==> src/rtl/cvs_channel_scheduler.sv <==
// ============================================================================
// cvs_channel_scheduler
// Steps a one-hot enable through the masked CVS channels with a dwell period
// per channel and an optional idle gap between them; one-shot or looping.
// Revision: 1.0
// ============================================================================
`default_nettype none

module cvs_channel_scheduler #(
  parameter int NUM_CHANNELS = 5,
  parameter int COUNT_WIDTH  = 16
) (
  input  logic                            clock,
  input  logic                            reset_n,
  input  logic                            start,
  input  logic                            stop,
  input  logic                            loop,
  input  logic [NUM_CHANNELS-1:0]         channel_mask,
  input  logic [COUNT_WIDTH-1:0]          dwell_cycles,
  input  logic [COUNT_WIDTH-1:0]          gap_cycles,
  output logic [NUM_CHANNELS-1:0]         channel_enable,
  output logic [$clog2(NUM_CHANNELS)-1:0] active_channel,
  output logic                            busy,
  output logic                            done,
  output logic                            error
);

  localparam int c_IDX_W = $clog2(NUM_CHANNELS);
  localparam logic [COUNT_WIDTH-1:0] c_ONE = COUNT_WIDTH'(1);

  typedef enum logic [1:0] {
    S_IDLE  = 2'd0,
    S_DWELL = 2'd1,
    S_GAP   = 2'd2
  } state_t;

  state_t                  r_state;
  logic [NUM_CHANNELS-1:0] r_mask;
  logic [COUNT_WIDTH-1:0]  r_dwell;
  logic [COUNT_WIDTH-1:0]  r_gap;
  logic                    r_loop;
  logic [COUNT_WIDTH-1:0]  r_cnt;

  logic [c_IDX_W-1:0]      w_first_idx;
  logic [c_IDX_W-1:0]      w_low_idx;
  logic [c_IDX_W-1:0]      w_above_idx;
  logic                    w_above_found;
  logic [c_IDX_W-1:0]      w_next_idx;
  logic [COUNT_WIDTH-1:0]  w_dwell_in;
  logic                    w_cnt_expired;
  logic [NUM_CHANNELS-1:0] w_first_onehot;
  logic [NUM_CHANNELS-1:0] w_next_onehot;

  // Descending scans: the last hit assigned is the lowest qualifying index.
  always_comb begin
    w_first_idx   = '0;
    w_low_idx     = '0;
    w_above_idx   = '0;
    w_above_found = 1'b0;
    for (int i = NUM_CHANNELS - 1; i >= 0; i--) begin
      if (channel_mask[i]) begin
        w_first_idx = c_IDX_W'(i);
      end
      if (r_mask[i]) begin
        w_low_idx = c_IDX_W'(i);
        if (i > int'(active_channel)) begin
          w_above_idx   = c_IDX_W'(i);
          w_above_found = 1'b1;
        end
      end
    end
  end

  assign w_next_idx    = w_above_found ? w_above_idx : w_low_idx;
  assign w_dwell_in    = (dwell_cycles == '0) ? c_ONE : dwell_cycles;
  assign w_cnt_expired = (r_cnt <= c_ONE);

  generate
    for (genvar g = 0; g < NUM_CHANNELS; g++) begin : g_onehot
      assign w_first_onehot[g] = (w_first_idx == c_IDX_W'(g));
      assign w_next_onehot[g]  = (w_next_idx == c_IDX_W'(g));
    end
  endgenerate

  always_ff @(posedge clock or negedge reset_n) begin
    if (!reset_n) begin
      r_state        <= S_IDLE;
      r_mask         <= '0;
      r_dwell        <= '0;
      r_gap          <= '0;
      r_loop         <= 1'b0;
      r_cnt          <= '0;
      channel_enable <= '0;
      active_channel <= '0;
      busy           <= 1'b0;
      done           <= 1'b0;
      error          <= 1'b0;
    end else begin
      done  <= 1'b0;
      error <= 1'b0;
      if (stop) begin
        r_state        <= S_IDLE;
        channel_enable <= '0;
        busy           <= 1'b0;
      end else begin
        case (r_state)
          S_IDLE: begin
            if (start) begin
              if (channel_mask == '0) begin
                error <= 1'b1;
              end else begin
                r_mask         <= channel_mask;
                r_dwell        <= w_dwell_in;
                r_gap          <= gap_cycles;
                r_loop         <= loop;
                r_cnt          <= w_dwell_in;
                channel_enable <= w_first_onehot;
                active_channel <= w_first_idx;
                busy           <= 1'b1;
                r_state        <= S_DWELL;
              end
            end
          end

          S_DWELL: begin
            if (!w_cnt_expired) begin
              r_cnt <= r_cnt - c_ONE;
            end else if (!w_above_found && !r_loop) begin
              // One-shot run finished: no trailing gap after the last channel.
              r_state        <= S_IDLE;
              channel_enable <= '0;
              busy           <= 1'b0;
              done           <= 1'b1;
            end else if (r_gap != '0) begin
              r_state        <= S_GAP;
              channel_enable <= '0;
              r_cnt          <= r_gap;
            end else begin
              channel_enable <= w_next_onehot;
              active_channel <= w_next_idx;
              r_cnt          <= r_dwell;
            end
          end

          S_GAP: begin
            if (!w_cnt_expired) begin
              r_cnt <= r_cnt - c_ONE;
            end else begin
              r_state        <= S_DWELL;
              channel_enable <= w_next_onehot;
              active_channel <= w_next_idx;
              r_cnt          <= r_dwell;
            end
          end

          default: begin
            r_state        <= S_IDLE;
            channel_enable <= '0;
            busy           <= 1'b0;
          end
        endcase
      end
    end
  end

endmodule

`default_nettype wire

==> config.mk <==
export PLATFORM = sky130hd
export DESIGN_NAME = cvs_channel_scheduler
export DESIGN_NICKNAME = d
export VERILOG_FILES = /design/src/rtl/cvs_channel_scheduler.sv
export SDC_FILE = /design/constraint.sdc
export NUM_CORES = 1
export LEC_CHECK = 0
export ABC_AREA = 1
export CORE_AREA = 2 2 91 93
export CTS_CLUSTER_DIAMETER = 80
export DETAILED_ROUTE_END_ITERATION = 10
export DIE_AREA = 0 0 93 95
export PLACE_DENSITY = 0.79
export REMOVE_ABC_BUFFERS = 1
export SLEW_MARGIN = 25
export SYNTH_ARGS = -nofsm -noshare
export SYNTH_HDL_FRONTEND = slang
export SYNTH_SLANG_ARGS = --single-unit
==> constraint.sdc <==
create_clock -name clock -period 2.05 [get_ports clock]
set_input_delay 0.615 -clock clock [delete_from_list [all_inputs] [get_ports clock]]
set_output_delay 0.615 -clock clock [all_outputs]
set_load 0.01 [all_outputs]
==> reports/metrics.csv, run 1 <==
metric,value,unit
grt_pass1_vias,4151,
gr-usage-all-layers,0.286,
start_util,0.539,
number_of_antenna_violations_at_the_first_check_in_global_routing,0,
hold_viol_final,0,
netlist_area_before_placement,4270,um2
period_minus_slack,1.95,ns
timing.final.crit_share,0.952,
vias,4425,
power_switching,3.66,mW
gp_routability_congestion,0.935,
leakagePower,2.62,nW
synthCells,639,
clkPwrFrac,0.134,
drv.max_cap_violation_count,0,
most_used_flip_flop_cell_after_synthesis,sky130_fd_sc_hd__dfrtp_1,
relSlewSlack,0.714,
run_status,finished clean,
worstSkewPairLatency,0.35,ns
yosysSeqAreaShare,0.393,
setup.worst_path.class,reg2out,
cp.arrival,1.34,ns
ys_warn_count,0,
row_count,33,
worst_setup_path_start_kind,flop,
slew_viol_final,0,
required,1.43,ns
globalRouteOverflowTotal,0,
number_of_enable_flip_flop_cells_after_synthesis,0,
worst_r2r_endpoint,r_state[0]$_DFFE_PN0P_,
final_core_area_utilization,0.670,
drt_first_iter_violations,297,
clk_root_buffer_cell,sky130_fd_sc_hd__clkbuf_8,
place_inst,812,
inserted_clock_buffers,9,
die_area,8840,um2
worst_slew_pin_slew,0.429,ns
core_footprint,7930,um2
timing.fmax,513,MHz
grt_pass1_wl,19500,um
r2r_setup_slack,0.16,ns
timing.critical_path.slowest_cell_delay,0.56,ns
totalWireLength,12000,um
multi_input_area,2270,um2
ctsHtreeMaxLevel,3,
synth.most_common_cell,sky130_fd_sc_hd__nand2_1,
cp_max_fo,4,
synth.lib_cells_used.distinct,34,
synth_top_cell_by_area,sky130_fd_sc_hd__dfrtp_1,
detail_route.drc_violations,0,
layout-area-overhead-vs-synth,24.4,%
numClockSinks,67,
drt_first_pass_iters,5,
min-delay-path-class,in2async,
power_density,1430,nW/um2
final_cell_count_no_fill,829,
synth_top_area_frac,0.393,
antenna_left,0,
yosys-top-cells-count,"sky130_fd_sc_hd__nand2_1 (226), sky130_fd_sc_hd__nor2_1 (86), sky130_fd_sc_hd__dfrtp_1 (67), sky130_fd_sc_hd__nand3_1 (67), sky130_fd_sc_hd__inv_1 (56)",
synthTopCellsByArea,"sky130_fd_sc_hd__dfrtp_1 (39%), sky130_fd_sc_hd__nand2_1 (20%), sky130_fd_sc_hd__nand3_1 (7.9%)",
ff_latch_area,1680,um2
reg2regPathDepth,8,
power.sequential.fraction,0.319,
switching_share,0.483,
final.fill_count,746,
setup_viol,0,
irDropWorstVdd,714,uV
port_buffers,52,
floorplan.die.width,93,um
design_power_total,7.58,mW
n_antenna_cell,0,
dpl.hpwl,8970,um
tritoncts,yes,
power.internal,3.92,mW
critical_path.slowest_cell,sky130_fd_sc_hd__clkdlybuf4s50_1,
power.combinational.fraction,0.547,
critPathTopFamily,buffers and inverters,
rsz0062_at_grt,no,
crit-reg2reg-launch,r_state[0]$_DFFE_PN0P_,
path_cells,clkdlybuf4s50_1,
final.setup.tns,0,ns
route.detailed.wl_per_inst,14.5,um
viasPerCell,5.34,
ys_seq_elements,67,
final_nets,767,
grt_start_max_net_pins,68,
synth.avg_cell_area,6.68,um2
clk_pin_slew_worst_paths,0.09,ns
clockBufferDepth,2,
cp-end-kind,primary output,
async_set_or_reset_flop_fraction_in_the_synthesized_netlist,1.00,
io-pin-count,53,
critical_path.n_buffers_inverters,1,
final_layout_size_suffix_gt1_frac,0.126,
floorplan.die.height,95,um
final.setup_skew,0.0126,ns
-- per-layer routing --
layer	global-route usage	vias to the layer above	wire (um)
met5	0	-	0
met1	0.349	2061	5040
met2	0.511	162	6000
met3	0.0447	29	593
li1	-	2173	-
met4	0.112	0	340
-- sequential cells by signal, indices dropped and copies added, names as in the netlist, 2 cells and up --
| signal | cells |
|---|---|
| channel_enable | 5 |
| r_state | 2 |
| active_channel | 3 |
| r_mask | 5 |
| r_gap | 16 |
| r_cnt | 16 |
| r_dwell | 16 |
-- timing repair --
item / 4_1_cts / 5_1_grt
gates resized for setup: 0 / 11
setup buffers: 0 / 1
endpoints found under the setup margin: 0 / 25
hold buffers: 0 / 0
-- worst max path at each step --
stage	cells after the start	endpoint	start
after floorplan	9	r_dwell[0]$_DFFE_PN0P_	r_state[0]$_DFFE_PN0P_
after global placement	9	r_cnt[10]$_DFFE_PN0P_	channel_mask[2]
after detailed placement	9	r_cnt[0]$_DFFE_PN0P_	channel_mask[2]
final	1	active_channel[2]	active_channel[2]$_DFFE_PN0P_
after CTS	10	r_cnt[11]$_DFFE_PN0P_	r_state[1]$_DFFE_PN0P_
after global routing	10	r_cnt[14]$_DFFE_PN0P_	r_cnt[0]$_DFFE_PN0P_
-- through the flow --
| stage | hold WS [ns] | worst slack [ns] | area, um2 |
|---|---|---|---|
| finish | 0.253 | 0.0989 | 5310 |
| global placement | 0.461 | -0.225 | 5090 |
| floorplan | 0.319 | -0.219 | 4160 |
| global route | 0.284 | 0.00951 | 5310 |
| CTS | 0.294 | 0.0312 | 5270 |
| detailed placement | 0.473 | -0.227 | 5090 |
-- cell families (layout without fill, tap and decap cells) --
| kind of cell | after synthesis | in the layout | synth area share |
|---|---|---|---|
| adder cells (fa/ha/maj) | 6 | 6 | 0.0176 |
| XOR/XNOR | 6 | 6 | 0.0123 |
| AND/OR/NAND/NOR | 408 | 408 | 0.405 |
| AO/OA/AOI/OAI | 69 | 69 | 0.0903 |
| buffers and inverters | 83 | 168 | 0.0821 |
| flip-flops | 67 | 67 | 0.393 |
-- layout make-up --
class / count / area share
multi-input cells: 489 / 0.428
flip-flops and latches: 67 / 0.316
repair buffers: 87 / 0.152
inverters: 65 / 0.0471
well taps: 105 / 0.0247
clock buffers: 9 / 0.0233
clock inverters: 7 / 0.00966
-- power by group through the flow --
stage               combinational [mW]  clock (mW)  sequential (mW)
floorplan                         2.71           0             2.34
global placement                  3.94           0             2.41
detailed placement                4.03           0             2.43
CTS                               4.06        1.02             2.40
global route                      4.65        1.10             2.49
finish                            4.15        1.02             2.42
-- layout by cell type (no fill, tap or decap), types with 2 or more instances in the layout --
master	count
sky130_fd_sc_hd__nand2_1	226
sky130_fd_sc_hd__nor2_1	85
sky130_fd_sc_hd__nand3_1	67
sky130_fd_sc_hd__dfrtp_1	67
sky130_fd_sc_hd__inv_1	56
sky130_fd_sc_hd__clkdlybuf4s50_1	51
sky130_fd_sc_hd__buf_4	32
sky130_fd_sc_hd__o21ai_0	28
sky130_fd_sc_hd__a21oi_1	18
sky130_fd_sc_hd__o21ai_1	13
sky130_fd_sc_hd__clkbuf_8	9
sky130_fd_sc_hd__a21oi_2	7
sky130_fd_sc_hd__inv_2	6
sky130_fd_sc_hd__nor2_2	6
sky130_fd_sc_hd__nand4_1	5
sky130_fd_sc_hd__nand2_2	5
sky130_fd_sc_hd__ha_1	5
sky130_fd_sc_hd__xnor2_1	4
sky130_fd_sc_hd__nor2_4	3
sky130_fd_sc_hd__clkinvlp_4	3
sky130_fd_sc_hd__or2_2	2
sky130_fd_sc_hd__xor2_1	2
sky130_fd_sc_hd__clkinv_2	2
sky130_fd_sc_hd__inv_6	2
sky130_fd_sc_hd__buf_12	2
Note: power is estimated with default switching activity, not from simulation.
==> run 2: changes to the inputs <==
--- a/config.mk
+++ b/config.mk
@@ -11,6 +11,7 @@
 export DETAILED_ROUTE_END_ITERATION = 10
 export DIE_AREA = 0 0 93 95
 export PLACE_DENSITY = 0.79
+export RECOVER_POWER = 25
 export REMOVE_ABC_BUFFERS = 1
 export SLEW_MARGIN = 25
 export SYNTH_ARGS = -nofsm -noshare
==> constraint.sdc (replaced) <==
create_clock -name clock -period 1.85 [get_ports clock]
set_input_delay 0.555 -clock clock [delete_from_list [all_inputs] [get_ports clock]]
set_output_delay 0.555 -clock clock [all_outputs]
set_load 0.01 [all_outputs]
==> reports/metrics.csv, run 2 (same netlist as run 1, synthesis figures left out) <==
metric,value,unit
final.setup_skew,0.00954,ns
final.fill_count,665,
irDropWorstVdd,829,uV
globalRouteOverflowTotal,0,
crit-reg2reg-launch,r_cnt[1]$_DFFE_PN0P_,
final.setup.tns,0,ns
run_status,finished clean,
design_power_total,9.04,mW
core_footprint,7930,um2
floorplan.die.height,95,um
power_density,1610,nW/um2
row_count,33,
start_util,0.539,
global_route.usage.met1,0.342,
n_antenna_cell,0,
ff_latch_area,1680,um2
slew_viol_final,0,
setup.worst_path.class,reg2out,
tritoncts,yes,
gp_routability_congestion,0.968,
timing.fmax,552,MHz
final_layout_size_suffix_gt1_frac,0.193,
reg.largest.list,"r_cnt: 16 flops, r_dwell: 16 flops, r_gap: 16 flops",
antenna_left,0,
timing.final.crit_share,0.980,
detail_route.drc_violations,0,
worst_setup_path_start_kind,flop,
vias,4604,
critical_path.slowest_cell,sky130_fd_sc_hd__clkdlybuf4s50_1,
mostFrequentLayoutCells,"sky130_fd_sc_hd__nand2_1 (222), sky130_fd_sc_hd__nor2_1 (69), sky130_fd_sc_hd__dfrtp_1 (67)",
ctsHtreeMaxLevel,3,
drt_first_pass_iters,5,
cp_max_fo,2,
worstSkewPairLatency,0.36,ns
globalRouteMet3Util,0.0375,
critical_path.n_buffers_inverters,1,
totalWireLength,12400,um
io-pin-count,53,
path_cells,clkdlybuf4s50_1,
ctsHoldBuffers,0,
final_common_cell,sky130_fd_sc_hd__nand2_1,
grt_start_max_net_pins,68,
layout-area-overhead-vs-synth,31.9,%
period_minus_slack,1.81,ns
floorplan.die.width,93,um
reg2regPathDepth,10,
setup_viol,0,
relSlewSlack,0.382,
hold_viol_final,0,
viasPerCell,5.40,
r2r_setup_slack,0.05,ns
grt_pass1_wl,19600,um
rsz0062_at_grt,yes,
clk_root_buffer_cell,sky130_fd_sc_hd__clkbuf_8,
clk_pin_slew_worst_paths,0.08,ns
grt_pass1_vias,4329,
cp-end-kind,primary output,
drv.max_cap_violation_count,0,
worst_r2r_endpoint,r_cnt[5]$_DFFE_PN0P_,
drt_first_iter_violations,288,
leakagePower,2.78,nW
worst_slew_pin_slew,0.927,ns
busiest_layer,met2,
number_of_antenna_violations_at_the_first_check_in_global_routing,0,
min-delay-path-class,in2async,
clockBufferDepth,2,
globalRouteMet2Util,0.499,
route.detailed.wl_per_inst,14.6,um
cp.arrival,1.26,ns
critPathTopFamily,buffers and inverters,
dpl.hpwl,8820,um
port_buffers,52,
required,1.29,ns
final_core_area_utilization,0.710,
final_nets,790,
gr-usage-all-layers,0.286,
numClockSinks,67,
inserted_clock_buffers,9,
die_area,8840,um2
timing.critical_path.slowest_cell_delay,0.53,ns
multi_input_area,2380,um2
-- run 2: power by group --
part           leakage (nW)  internal (mW)  switching, mW
clock network        0.0962          0.631          0.636
registers             0.835           2.14          0.505
logic                  1.85           1.99           3.14
-- run 2: how the worst max path moves through the flow --
stage	from	to	slack (ns)	cells after the start
floorplan	r_state[0]$_DFFE_PN0P_	r_dwell[0]$_DFFE_PN0P_	-0.42	9
global placement	channel_mask[2]	channel_enable[0]$_DFFE_PN0P_	-0.30	11
detailed placement	channel_mask[0]	channel_enable[1]$_DFFE_PN0P_	-0.40	11
CTS	r_state[0]$_DFFE_PN0P_	r_cnt[5]$_DFFE_PN0P_	0.002	10
global route	r_state[0]$_DFFE_PN0P_	r_cnt[5]$_DFFE_PN0P_	-0.09	11
finish	channel_enable[2]$_DFFE_PN0P_	channel_enable[2]	0.04	1
-- run 2: routing by layer --
| metal | vias up | wire (um) |
|---|---|---|
| li1 | 2219 | - |
| met1 | 2166 | 4930 |
| met2 | 174 | 6240 |
| met3 | 45 | 714 |
| met4 | 0 | 538 |
| met5 | - | 0 |
-- run 2: metrics by stage --
stage               setup WS (ns)  cell area, um2  cells  hold WS (ns)
floorplan                  -0.419            4160    621         0.259
global placement           -0.300            5190    826         0.464
detailed placement         -0.404            5190    826         0.466
CTS                       0.00157            5420    844         0.229
global route              -0.0941            5630    852         0.505
finish                     0.0377            5630    852         0.416
-- run 2: cell type report --
cell class | instances | area share
Clock buffer | 9 | 0.0220
Clock inverter | 7 | 0.0136
Inverter | 65 | 0.0447
Multi-Input combinational cell | 490 | 0.423
Sequential cell | 67 | 0.298
Tap cell | 105 | 0.0233
Timing Repair Buffer | 109 | 0.176
-- run 2: repair_timing --
item / 4_1_cts / 5_1_grt
setup endpoints to repair: 15 / 63
resized for setup: 6 / 46
pin swaps: 0 / 9
buffers inserted: 2 / 7
gates cloned: 0 / 1
